$ cat src/rtl/arb_pkg.sv
// Shared definitions for the transaction arbiter.
//   arb_state_e     : arbiter FSM states (idle search / locked transaction)
//   TXN_COUNT_WIDTH : width of the completed-transaction counter
//   wrap_inc        : modulo-n increment used for the round-robin pointer
package arb_pkg;

    typedef enum logic {
        ARB_IDLE = 1'b0,
        ARB_LOCK = 1'b1
    } arb_state_e;

    localparam int TXN_COUNT_WIDTH = 16;

    function automatic int unsigned wrap_inc(input int unsigned v, input int unsigned n);
        return ((v + 1) >= n) ? 0 : (v + 1);
    endfunction

endpackage

$ cat src/rtl/rr_pick.sv
// Combinational cyclic priority search.
// Returns the first set bit of req at or after ptr, wrapping past the top.
//   req   [NUM_REQ-1:0] : request mask
//   ptr   [PTR_W-1:0]   : index where the search starts
//   idx   [PTR_W-1:0]   : selected requester (0 when nothing found)
//   found               : at least one request bit is set
module rr_pick #(
    parameter int NUM_REQ = 4,
    parameter int PTR_W   = $clog2(NUM_REQ)
) (
    input  logic [NUM_REQ-1:0] req,
    input  logic [PTR_W-1:0]   ptr,
    output logic [PTR_W-1:0]   idx,
    output logic               found
);

    logic [PTR_W-1:0] cand;

    always_comb begin
        idx   = '0;
        found = 1'b0;
        cand  = '0;
        for (int k = 0; k < NUM_REQ; k++) begin
            cand = PTR_W'((int'(ptr) + k) % NUM_REQ);
            if (!found && req[cand]) begin
                found = 1'b1;
                idx   = cand;
            end
        end
    end

endmodule

$ cat src/rtl/txn_arbiter.sv
// Round-robin transaction arbiter: merges NUM_REQ beat streams onto one
// channel, locking the channel to one requester from grant until its last
// beat so transactions are never interleaved.
//   clk, rst_n             : clock, synchronous active-low reset
//   req_valid/req_last     : per-requester beat valid and final-beat flag
//   req_data               : requester i at [i*DATA_WIDTH +: DATA_WIDTH]
//   req_ready              : per-requester beat accept
//   out_valid/out_data/
//   out_last/out_ready     : registered shared output channel
//   grant_id               : requester owning (or last owning) the channel
//   busy                   : high while a transaction is locked
//   txn_count              : transactions completed downstream, wraps
module txn_arbiter
    import arb_pkg::*;
#(
    parameter int NUM_REQ    = 4,
    parameter int DATA_WIDTH = 32,
    parameter int ID_W       = $clog2(NUM_REQ)
) (
    input  logic                          clk,
    input  logic                          rst_n,
    input  logic [NUM_REQ-1:0]            req_valid,
    input  logic [NUM_REQ*DATA_WIDTH-1:0] req_data,
    input  logic [NUM_REQ-1:0]            req_last,
    output logic [NUM_REQ-1:0]            req_ready,
    output logic                          out_valid,
    output logic [DATA_WIDTH-1:0]         out_data,
    output logic                          out_last,
    input  logic                          out_ready,
    output logic [ID_W-1:0]               grant_id,
    output logic                          busy,
    output logic [TXN_COUNT_WIDTH-1:0]    txn_count
);

    arb_state_e                 state;
    logic [ID_W-1:0]            rr_ptr;
    logic [ID_W-1:0]            grant_q;
    logic [ID_W-1:0]            pick_idx;
    logic                       pick_found;
    logic                       out_free;
    logic                       accept;
    logic [DATA_WIDTH-1:0]      sel_data;
    logic                       sel_last;
    logic                       vld_p1;
    logic [DATA_WIDTH-1:0]      data_p1;
    logic                       last_p1;
    logic [TXN_COUNT_WIDTH-1:0] txn_cnt;

    rr_pick #(
        .NUM_REQ (NUM_REQ),
        .PTR_W   (ID_W)
    ) u_rr_pick (
        .req   (req_valid),
        .ptr   (rr_ptr),
        .idx   (pick_idx),
        .found (pick_found)
    );

    // The output register can take a beat when empty or draining this cycle,
    // which gives back-to-back beats without a bubble.
    assign out_free = !vld_p1 || out_ready;
    assign accept   = (state == ARB_LOCK) && req_valid[grant_q] && out_free;
    assign sel_data = req_data[int'(grant_q) * DATA_WIDTH +: DATA_WIDTH];
    assign sel_last = req_last[grant_q];

    always_comb begin
        req_ready = '0;
        if (state == ARB_LOCK) begin
            req_ready[grant_q] = out_free;
        end
    end

    // Arbitration FSM: grant is loaded in IDLE and held until the last beat
    // is accepted; a requester that stalls mid-transaction keeps the lock.
    always_ff @(posedge clk) begin
        if (!rst_n) begin
            state   <= ARB_IDLE;
            rr_ptr  <= '0;
            grant_q <= '0;
        end else begin
            case (state)
                ARB_IDLE: begin
                    if (pick_found) begin
                        grant_q <= pick_idx;
                        state   <= ARB_LOCK;
                    end
                end
                ARB_LOCK: begin
                    if (accept && sel_last) begin
                        rr_ptr <= ID_W'(wrap_inc(32'(grant_q), NUM_REQ));
                        state  <= ARB_IDLE;
                    end
                end
                default: state <= ARB_IDLE;
            endcase
        end
    end

    // ---- stage p1: output register ----
    // Reset clears the payload too, so a transaction cut by reset leaves
    // nothing behind on the channel.
    always_ff @(posedge clk) begin
        if (!rst_n) begin
            vld_p1  <= 1'b0;
            data_p1 <= '0;
            last_p1 <= 1'b0;
            txn_cnt <= '0;
        end else begin
            if (accept) begin
                vld_p1  <= 1'b1;
                data_p1 <= sel_data;
                last_p1 <= sel_last;
            end else if (out_ready) begin
                vld_p1  <= 1'b0;
            end
            if (vld_p1 && out_ready && last_p1) begin
                txn_cnt <= txn_cnt + TXN_COUNT_WIDTH'(1);
            end
        end
    end

    assign out_valid = vld_p1;
    assign out_data  = data_p1;
    assign out_last  = last_p1;
    assign grant_id  = grant_q;
    assign busy      = (state == ARB_LOCK);
    assign txn_count = txn_cnt;

endmodule

$ cat config.mk
export PLATFORM = sky130hd
export DESIGN_NAME = txn_arbiter
export DESIGN_NICKNAME = d
export VERILOG_FILES = /design/src/rtl/arb_pkg.sv /design/src/rtl/rr_pick.sv /design/src/rtl/txn_arbiter.sv
export SDC_FILE = /design/constraint.sdc
export NUM_CORES = 1
export LEC_CHECK = 0
export CORE_ASPECT_RATIO = 1.4
export CORE_MARGIN = 2
export CORE_UTILIZATION = 38
export CTS_BUF_LIST = sky130_fd_sc_hd__clkbuf_8
export CTS_CLUSTER_SIZE = 8
export DETAILED_ROUTE_END_ITERATION = 6
export HOLD_SLACK_MARGIN = 0.15
export PLACE_DENSITY = 0.84
export SKIP_LAST_GASP = 1
export SYNTH_ARGS = -nofsm -noshare
export SYNTH_HDL_FRONTEND = slang
export SYNTH_HIERARCHICAL = 1
export SYNTH_SLANG_ARGS = --single-unit
$ cat constraint.sdc
create_clock -name clk -period 2.1 [get_ports clk]
set_input_delay 0.42 -clock clk [delete_from_list [all_inputs] [get_ports clk]]
set_output_delay 0.42 -clock clk [all_outputs]
set_load 0.02 [all_outputs]
==> impl_metrics.py, run 1 <==
metrics = {
    "route": {
        "topRoutingLayerUsed": "met4",
        "vias_per_cell": 5.23,
        "dr_wl_met3_um": 697,
        "route.final.wire_length_um": 9710,
        "drt_iter0_markers": 113,
        "routed-via-count": 3231,
        "drc_errors": 0,
        "antenna_left": 0,
        "firstDrtPassIters": 4,
        "drt-wirelength-per-cell_um": 15.7,
        "wirelength_met1_um": 3420,
        "met2WireLength_um": 5360,
    },
    "sta": {
        "hold_violations": 0,
        "rsz0062_at_grt": "false",
        "slew_violations": 0,
        "max_slew_margin_pct": 71.0,
        "period_minus_slack_ps": 2010,
        "maxClockFrequency_ghz": 0.499,
        "holdWs_ps": 457,
        "clock-skew-final_ps": 4.08,
        "final_cycle_share_pct": 95.5,
        "final.setup.worst_slack_ps": 94.4,
        "worst_slew_pin_slew_ps": 435,
        "report.final.setup_viol": 0,
    },
    "yosys": {
        "syn_nets": 465,
        "netlist_instances": 321,
        "synth_top_cell_area_share_pct": 35.9,
        "syn-cell-area_um2": 3070,
        "synth_top_flop_cell": "sky130_fd_sc_hd__dfxtp_1",
        "ys_ff_latch": 55,
        "synth_enable_flop_cells": 0,
        "ys_async_sr_fraction_pct": 0,
        "seq_area_frac_synth_pct": 35.9,
        "post_synth_num_cell_types": 33,
        "synth_area_per_cell_um2": 9.56,
        "count_of_yosys_warnings_during_synthesis": 6,
        "synth.area.top_cells": "sky130_fd_sc_hd__dfxtp_1 (36%), sky130_fd_sc_hd__mux4_2 (25%), sky130_fd_sc_hd__nand2_1 (9.1%), sky130_fd_sc_hd__a21oi_1 (7.2%), sky130_fd_sc_hd__nor2_1 (2.4%)",
        "netlist.top_cell.by_area": "sky130_fd_sc_hd__dfxtp_1",
    },
    "outcome": {
        "status": "completed",
    },
    "clocking": {
        "clock-root-buffer": "sky130_fd_sc_hd__clkbuf_8",
        "clk_latency_ps": 300,
        "cts_hold_repair.buffers": 0,
        "cts.repair.resized": 4,
        "cts_htree_levels": 2,
        "clock_tree_from_tritoncts": "yes",
        "reg_clk_slew_reported_paths_ps": 100,
        "post_cts_buffers": 0,
        "clock-sinks": 55,
        "cts_buffer_depth": 2,
        "cts_made_buffers": 5,
    },
    "placement": {
        "hpwlAfterDp_um": 7810,
        "rd_place_congestion": 0.826,
        "io_buffers": 195,
        "dpl_cell_area_um2": 5170,
        "placed_cells": 610,
        "pre_cts_setup_slack_ps": -179,
    },
    "setup_path": {
        "timing.setup.critical_path_class": "in2out",
        "cp_data_required_time_ps": 1680,
        "reg2reg_slack_ps": 300,
        "critPathLaunchType": "input pin",
        "critical_path_peak_fanout": 5,
        "r2r_cells": 5,
        "crit-reg2reg-capture": "txn_count[14]$_SDFFE_PN0P_",
        "critical_path.endpoint_type": "output pin",
        "timing.critical_path.arrival_ps": 1590,
        "timing.rr.start": "txn_count[0]$_SDFFE_PN0P_",
    },
    "floorplanning": {
        "placement_rows": 38,
        "die_area_um2": 8820,
        "initial_utilization_pct": 39.3,
        "die-width_um": 79.9,
        "top_level_ports": 196,
        "floorplan.core_area_um2": 7800,
        "die_h_um": 110,
    },
    "cells_and_area": {
        "final_layout_size_suffix_gt1_share_pct": 12.0,
        "syn_to_final_growth_pct": 72.3,
        "layout.cells.non_filler": 618,
        "num-fill-cells": 634,
        "design_area_um2": 5290,
        "antennaDiodeCount": 0,
        "net_count_final": 661,
    },
    "power": {
        "power-per-cell-area_nw_per_um2": 501,
        "leakagePower_uw": 0.00184,
        "fin_total_pwr_uw": 2650,
        "ir_drop_mv": 0.439,
    },
    "hold_path": {
        "min_delay_path_depth": 2,
        "worst_hold_startpoint": "out_data[31]$_SDFFE_PN0P_",
        "whs_endpoint": "out_data[31]$_SDFFE_PN0P_",
        "worst_hold_path_type": "reg2reg",
    },
    "global_route": {
        "grt_max_degree": 34,
        "overflow": 0,
        "first_global_vias": 3232,
        "groute.usage.overall_pct": 22.0,
        "antenna_found_initial": 0,
        "grt_first_pass_wirelength_um": 15200,
    },
    "job": {
        "maxCapViolCount": 0,
    },
}
cells in the mapped netlist, drive strengths merged (5+ instances only):
master	number
clkbuf	8
inv	9
nor2	20
ha	5
nand4	5
a21oi	44
dfxtp	55
buf	13
and3	6
mux4	34
nand2	74
nand3	6
xnor2	8
sequential cells by signal, indices dropped and copies added (netlist names):
name / count
out_valid: 1
out_last: 1
rr_ptr: 2
out_data: 32
grant_id: 2
txn_count: 16
busy: 1
per-stage QoR:
step | TNS (ps) | util [%]
6_report | 0 | 67.8
5_1_grt | 0 | 67.8
4_1_cts | 0 | 67.8
3_5_place_dp | -721 | 66.3
3_3_place_gp | -522 | 66.3
2_1_floorplan | 0 | -
cells by family (layout without fill, tap and decap cells):
family | count (synthesis) | after routing | synth area share, %
adder cells (fa/ha/maj) | 5 | 5 | 2.04
AND/OR/NAND/NOR | 130 | 130 | 18.8
flip-flops | 55 | 55 | 35.9
buffers and inverters | 31 | 228 | 5.30
AO/OA/AOI/OAI | 53 | 53 | 9.18
XOR/XNOR | 10 | 10 | 2.86
multiplexers | 37 | 37 | 25.9
cell usage in the layout, fill, tap and decap left out, types with 3 or more instances in the layout:
| cell type | instances |
|---|---|
| sky130_fd_sc_hd__clkdlybuf4s50_1 | 191 |
| sky130_fd_sc_hd__nand2_1 | 74 |
| sky130_fd_sc_hd__nor4_1 | 3 |
| sky130_fd_sc_hd__clkbuf_8 | 6 |
| sky130_fd_sc_hd__buf_12 | 3 |
| sky130_fd_sc_hd__and3_1 | 6 |
| sky130_fd_sc_hd__mux2i_1 | 3 |
| sky130_fd_sc_hd__nand2b_1 | 4 |
| sky130_fd_sc_hd__mux4_2 | 34 |
| sky130_fd_sc_hd__or3_1 | 3 |
| sky130_fd_sc_hd__nand4_1 | 5 |
| sky130_fd_sc_hd__dfxtp_1 | 53 |
| sky130_fd_sc_hd__nand3_1 | 5 |
| sky130_fd_sc_hd__dlygate4sd2_1 | 4 |
| sky130_fd_sc_hd__nor2_1 | 20 |
| sky130_fd_sc_hd__xnor2_1 | 8 |
| sky130_fd_sc_hd__ha_1 | 5 |
| sky130_fd_sc_hd__a21oi_1 | 44 |
| sky130_fd_sc_hd__buf_4 | 12 |
| sky130_fd_sc_hd__nor3_1 | 4 |
| sky130_fd_sc_hd__o21ai_0 | 4 |
| sky130_fd_sc_hd__inv_1 | 8 |
worst max path at each step:
stage / from / end / slack (ps) / cells past startpoint
2_1_floorplan: grant_id[1]$_SDFFE_PN0P_ / req_ready[0] / 60 / 5
3_3_place_gp: out_ready / req_ready[0] / -130 / 4
3_5_place_dp: out_ready / req_ready[1] / -180 / 4
4_1_cts: out_ready / req_ready[1] / 90 / 4
5_1_grt: out_ready / req_ready[2] / 30 / 4
6_report: out_ready / req_ready[1] / 90 / 4
worst max-delay path, stage by stage:
cell,delay (ps)
sky130_fd_sc_hd__clkdlybuf4s50_1,470
sky130_fd_sc_hd__nand2b_1,190
sky130_fd_sc_hd__and3_1,180
sky130_fd_sc_hd__dlygate4sd2_1,330
routing by layer:
layer  vias up  GRT usage (%)
li1       1537              -
met1      1537           24.4
met2       138           40.7
met3        19           5.86
met4         0           7.02
met5         -              0
report_power, final:
part | switching (uW) | internal, uW
combinational | 295 | 487
sequential | 38.0 | 1090
clock | 346 | 386
total | 679 | 1970
cell type report:
cell class | instances | area (um^2) | area share (%)
Multi-Input combinational cell | 235 | 1800 | 34.1
Clock inverter | 2 | 35.0 | 0.663
Sequential cell | 55 | 1100 | 20.9
Timing Repair Buffer | 210 | 2100 | 39.7
Clock buffer | 6 | 82.6 | 1.56
Inverter | 10 | 37.5 | 0.710
Tap cell | 100 | 125 | 2.37
Power figures use the tool's default switching activity.
==> inputs of run 2 (changes only) <==
- SETUP_SLACK_MARGIN: default -> 0.1
==> impl_metrics.py, run 2 (synthesized netlist as in run 1, its figures left out) <==
metrics = {
    "cells_and_area": {
        "antennaDiodeCount": 0,
        "layout.cells.most_common": "sky130_fd_sc_hd__clkdlybuf4s50_1",
        "largest_register_ff_count": 32,
        "layout.cells.non_filler": 619,
        "layout_common_cells": "sky130_fd_sc_hd__clkdlybuf4s50_1 (191), sky130_fd_sc_hd__nand2_1 (74), sky130_fd_sc_hd__dfxtp_1 (53)",
        "num-fill-cells": 652,
        "final_layout_size_suffix_gt1_share_pct": 12.7,
        "syn_to_final_growth_pct": 72.9,
        "net_count_final": 662,
    },
    "sta": {
        "hold_violations": 0,
        "clock-skew-final_ps": 11.5,
        "slew_violations": 0,
        "max_slew_margin_pct": 70.8,
        "worst_slew_pin_slew_ps": 438,
        "fin_setup_tns_ps": 0,
        "final_cycle_share_pct": 90.6,
        "rsz0062_at_grt": "false",
        "report.final.setup_viol": 0,
        "period_minus_slack_ps": 1900,
        "holdWs_ps": 462,
        "maxClockFrequency_ghz": 0.526,
    },
    "setup_path": {
        "critPathTopFamily": "buffers and inverters",
        "crit_slowest_cell": "sky130_fd_sc_hd__clkdlybuf4s50_1",
        "crit-reg2reg-capture": "txn_count[14]$_SDFFE_PN0P_",
        "cp_cell_sequence": "clkdlybuf4s50_1",
        "timing.critical_path.buf_inv": 1,
        "timing.critical_path.arrival_ps": 1480,
        "cp_data_required_time_ps": 1680,
        "r2r_cells": 5,
        "critPathLaunchType": "register",
        "critical_path_peak_fanout": 11,
        "timing.setup.critical_path_class": "reg2out",
        "reg2reg_slack_ps": 270,
        "max_stage_delay_ps": 670,
        "critical_path.endpoint_type": "output pin",
        "timing.rr.start": "txn_count[0]$_SDFFE_PN0P_",
    },
    "hold_path": {
        "worst_hold_startpoint": "out_data[31]$_SDFFE_PN0P_",
        "whs_endpoint": "out_data[31]$_SDFFE_PN0P_",
        "min_delay_path_depth": 2,
        "worst_hold_path_type": "reg2reg",
    },
    "clocking": {
        "cts.repair.resized": 5,
        "reg_clk_slew_reported_paths_ps": 100,
        "post_cts_buffers": 0,
        "cts_made_buffers": 5,
        "cts_hold_repair.buffers": 0,
        "clk_latency_ps": 310,
        "cts_buffer_depth": 2,
        "clock_tree_from_tritoncts": "yes",
        "clock-sinks": 55,
        "cts_htree_levels": 2,
        "clock-root-buffer": "sky130_fd_sc_hd__clkbuf_8",
    },
    "route": {
        "route.final.wire_length_um": 10200,
        "antenna_left": 0,
        "vias_per_cell": 5.28,
        "routed-via-count": 3267,
        "firstDrtPassIters": 4,
        "drt-wirelength-per-cell_um": 16.4,
        "drt_iter0_markers": 128,
        "drc_errors": 0,
    },
    "placement": {
        "rd_place_congestion": 0.847,
        "io_buffers": 195,
        "placed_cells": 611,
        "hpwlAfterDp_um": 8160,
    },
    "global_route": {
        "grt_max_degree": 34,
        "overflow": 0,
        "antenna_found_initial": 0,
        "first_global_vias": 3203,
        "groute.layer.met3.usage_pct": 6.03,
        "global_route.usage.met2_pct": 42.3,
        "grt_first_pass_wirelength_um": 14800,
        "globalRoute.busiestLayer": "met2",
        "groute.usage.overall_pct": 21.8,
        "met1_demand_to_capacity_share_in_global_routing_pct": 22.6,
    },
    "floorplanning": {
        "placement_rows": 38,
        "die-width_um": 79.9,
        "die_h_um": 110,
        "floorplan.core_area_um2": 7800,
        "top_level_ports": 196,
        "die_area_um2": 8820,
        "initial_utilization_pct": 39.3,
    },
    "power": {
        "leakagePower_uw": 0.00185,
        "power-per-cell-area_nw_per_um2": 518,
        "fin_total_pwr_uw": 2750,
        "ir_drop_mv": 0.344,
    },
    "job": {
        "maxCapViolCount": 0,
    },
    "outcome": {
        "status": "completed",
    },
}
## run 2: area by class of cell
| type | count | area, um^2 | area share (%) |
|---|---|---|---|
| timing repair buffer | 211 | 2100 | 39.6 |
| multi-input combinational | 235 | 1800 | 34.0 |
| sequential | 55 | 1100 | 20.8 |
| tap | 100 | 125 | 2.36 |
| clock buffer | 5 | 68.8 | 1.30 |
| clock inverter | 3 | 63.8 | 1.20 |
| inverter | 10 | 37.5 | 0.708 |
## run 2: worst max-delay path by stage
stage | start | to | slack [ps] | cells after the start
after floorplan | grant_id[1]$_SDFFE_PN0P_ | req_ready[0] | 210 | 5
after global placement | out_ready | req_ready[2] | -130 | 4
after detailed placement | out_ready | req_ready[2] | -180 | 4
after CTS | out_ready | req_ready[2] | 90 | 4
after global routing | busy$_SDFF_PN0_ | busy | 110 | 1
final | busy$_SDFF_PN0_ | busy | 200 | 1
## run 2: layer usage
metal  routed length (um)  share of wire (%)
met5                    0                  0
met4                  148                1.5
met3                  717                7.1
met2                 5700                 56
met1                 3590                 35
## run 2: report_power, final
group          leakage [uW]  switching (uW)  internal, uW  total, uW
registers          0.000448            38.2          1090       1130
logic               0.00133             305           493        798
clock network     0.0000695             347           472        819
## run 2: through the flow
stage               utilization (%)  setup WS (ps)  area [um^2]
finish                         68.0            198         5310
global route                   68.0            109         5310
CTS                            68.2           87.5         5320
detailed placement             66.6           -183         5190
global placement               66.6           -131         5190
floorplan                         -            210         3070
==> inputs of run 3 (changes only) <==
- ABC_AREA: default -> 1
- CORE_UTILIZATION: 38 -> 40
- PLACE_DENSITY: 0.84 -> 0.83
- REMOVE_ABC_BUFFERS: default -> 1
==> impl_metrics.py, run 3 <==
metrics = {
    "power": {
        "power_report.internal_total_uw": 2430,
        "leakagePower_uw": 0.00226,
        "power-per-cell-area_nw_per_um2": 740,
        "power_switching_uw": 1800,
        "seqPwrFrac_pct": 31.3,
        "power.switching_fraction_pct": 42.5,
        "ir_drop_mv": 0.349,
        "power.clock.fraction_pct": 13.8,
        "combinationalPowerShare_pct": 54.9,
    },
    "sta": {
        "final_cycle_share_pct": 91.6,
        "fin_setup_tns_ps": 0,
        "maxClockFrequency_ghz": 0.520,
        "max_slew_margin_pct": 65.1,
        "hold_violations": 0,
        "period_minus_slack_ps": 1920,
        "final.setup.worst_slack_ps": 177,
        "clock-skew-final_ps": 10.7,
        "slew_violations": 0,
        "holdWs_ps": 489,
        "rsz0062_at_grt": "true",
        "report.final.setup_viol": 0,
        "worst_slew_pin_slew_ps": 523,
    },
    "setup_path": {
        "reg2reg_slack_ps": 370,
        "critPathCapture": "req_ready[1]",
        "critical_path.endpoint_type": "output pin",
        "crit-reg2reg-capture": "out_data[24]$_SDFFE_PN0P_",
        "timing.critical_path.arrival_ps": 1500,
        "timing.setup.critical_path_class": "in2out",
        "worstSetupStartpoint": "out_ready",
        "critPathLaunchType": "input pin",
        "timing.rr.start": "grant_id[0]$_SDFFE_PN0P_",
        "critical_path_peak_fanout": 4,
        "cp_data_required_time_ps": 1680,
        "r2r_cells": 7,
    },
    "yosys": {
        "synth_area_per_cell_um2": 6.12,
        "synth_enable_flop_cells": 0,
        "count_of_yosys_warnings_during_synthesis": 6,
        "netlist.top_cell.by_area": "sky130_fd_sc_hd__dfxtp_1",
        "yosys.cell_count.top_type": "sky130_fd_sc_hd__nor2_1",
        "seq_area_frac_synth_pct": 29.9,
        "commonest_cells_in_the_netlist": "sky130_fd_sc_hd__nor2_1 (164), sky130_fd_sc_hd__o21ai_0 (88), sky130_fd_sc_hd__nand2_1 (70), sky130_fd_sc_hd__dfxtp_1 (55), sky130_fd_sc_hd__o21ai_1 (50)",
        "synth_top_flop_cell": "sky130_fd_sc_hd__dfxtp_1",
        "ys_async_sr_fraction_pct": 0,
        "synth_top_cell_area_share_pct": 29.9,
        "post_synth_num_cell_types": 25,
        "netlist_instances": 601,
        "ys_ff_latch": 55,
        "syn-cell-area_um2": 3680,
        "synth.area.top_cells": "sky130_fd_sc_hd__dfxtp_1 (30%), sky130_fd_sc_hd__nor2_1 (17%), sky130_fd_sc_hd__o21ai_0 (12%), sky130_fd_sc_hd__nand2_1 (7.1%), sky130_fd_sc_hd__o21ai_1 (6.8%)",
    },
    "floorplanning": {
        "die-width_um": 85.0,
        "placement_rows": 41,
        "initial_utilization_pct": 41.0,
        "die_h_um": 117,
        "top_level_ports": 196,
        "die_area_um2": 9990,
        "floorplan.core_area_um2": 8980,
    },
    "route": {
        "routed-via-count": 4500,
        "antenna_left": 0,
        "drc_errors": 0,
        "firstDrtPassIters": 4,
        "drt-wirelength-per-cell_um": 12.7,
        "route.final.wire_length_um": 11300,
        "drt_iter0_markers": 109,
        "vias_per_cell": 5.07,
    },
    "global_route": {
        "groute.usage.overall_pct": 21.7,
        "antenna_found_initial": 0,
        "grt_first_pass_wirelength_um": 18100,
        "grt_max_degree": 60,
        "overflow": 0,
        "first_global_vias": 4067,
    },
    "clocking": {
        "cts_made_buffers": 5,
        "clk_latency_ps": 310,
        "clock-sinks": 55,
        "cts_buffer_depth": 2,
        "clock-root-buffer": "sky130_fd_sc_hd__clkbuf_8",
        "post_cts_buffers": 0,
        "cts.repair.resized": 12,
        "cts_hold_repair.buffers": 0,
        "clock_tree_from_tritoncts": "yes",
        "cts_htree_levels": 2,
        "reg_clk_slew_reported_paths_ps": 90,
    },
    "outcome": {
        "status": "completed",
    },
    "placement": {
        "hpwlAfterDp_um": 8920,
        "io_buffers": 195,
        "pre_cts_setup_slack_ps": -244,
        "rd_place_congestion": 0.811,
        "placed_cells": 879,
    },
    "cells_and_area": {
        "final_layout_size_suffix_gt1_share_pct": 7.31,
        "layout_common_cells": "sky130_fd_sc_hd__clkdlybuf4s50_1 (189), sky130_fd_sc_hd__nor2_1 (163), sky130_fd_sc_hd__o21ai_0 (88)",
        "layout.cells.most_common": "sky130_fd_sc_hd__clkdlybuf4s50_1",
        "net_count_final": 923,
        "layout.area.seq_um2": 1100,
        "antennaDiodeCount": 0,
        "num-fill-cells": 830,
        "largest_register_ff_count": 32,
        "layout.cells.non_filler": 887,
        "multi_input_comb_area_um2": 2210,
        "syn_to_final_growth_pct": 55.3,
    },
    "hold_path": {
        "min_delay_path_depth": 2,
        "worst_hold_path_type": "reg2reg",
    },
    "job": {
        "maxCapViolCount": 0,
    },
}
[run 3: cell families (layout without fill, tap and decap cells)]
kind of cell	after synthesis	in the layout	share of synthesized area, %
flops	55	55	29.9
fa+ha+maj	5	5	1.70
xor+xnor	1	1	0.238
simple gates	281	281	32.7
buf+inv	73	252	10.1
compound gates	186	186	25.3
[run 3: metal layers]
metal  up-vias  track usage (%)  wire length [um]  share of wire [%]
met4         0             7.84               334                3.0
li1       2317                -                 -                  -
met5         -                0                 0                  0
met3        29             5.26               772                6.8
met2       150             41.7              5910                 52
met1      2004             22.1              4270                 38
[run 3: worst max-delay path, cell delays in order]
cell and delay, ps:
sky130_fd_sc_hd__clkdlybuf4s50_1 520, sky130_fd_sc_hd__nor2_2 70, sky130_fd_sc_hd__inv_2 90, sky130_fd_sc_hd__nand2_1 60, sky130_fd_sc_hd__nor2_1 80, sky130_fd_sc_hd__clkdlybuf4s15_2 260
[run 3: power by group through the flow]
stage | registers [uW] | logic, uW | clock network [uW]
floorplan | 1620 | 1050 | 0
global placement | 1340 | 2290 | 0
detailed placement | 1350 | 2340 | 0
CTS | 1330 | 2340 | 598
global route | 1350 | 2570 | 628
finish | 1320 | 2320 | 582
[run 3: area by class of cell]
cell class / count / area share (%)
inverters: 36 / 2.37
clock buffers: 5 / 1.21
repair buffers: 208 / 35.7
clock inverters: 3 / 0.351
well taps: 107 / 2.34
flip-flops and latches: 55 / 19.3
multi-input cells: 473 / 38.7
[run 3: metrics by stage]
step	utilization [%]	area (um^2)	total power (uW)
after global placement	62.7	5630	3630
after global routing	63.6	5710	4550
after detailed placement	62.7	5630	3680
after CTS	63.7	5720	4270
after floorplan	-	3440	2670
final	63.6	5710	4220
[run 3: how the worst min path moves through the flow]
stage | start | to
floorplan | rr_ptr[1]$_SDFFE_PN0P_ | rr_ptr[1]$_SDFFE_PN0P_
global placement | out_data[9]$_SDFFE_PN0P_ | out_data[9]$_SDFFE_PN0P_
detailed placement | out_data[17]$_SDFFE_PN0P_ | out_data[17]$_SDFFE_PN0P_
CTS | out_data[16]$_SDFFE_PN0P_ | out_data[16]$_SDFFE_PN0P_
global route | busy$_SDFF_PN0_ | busy$_SDFF_PN0_
finish | out_data[16]$_SDFFE_PN0P_ | out_data[16]$_SDFFE_PN0P_
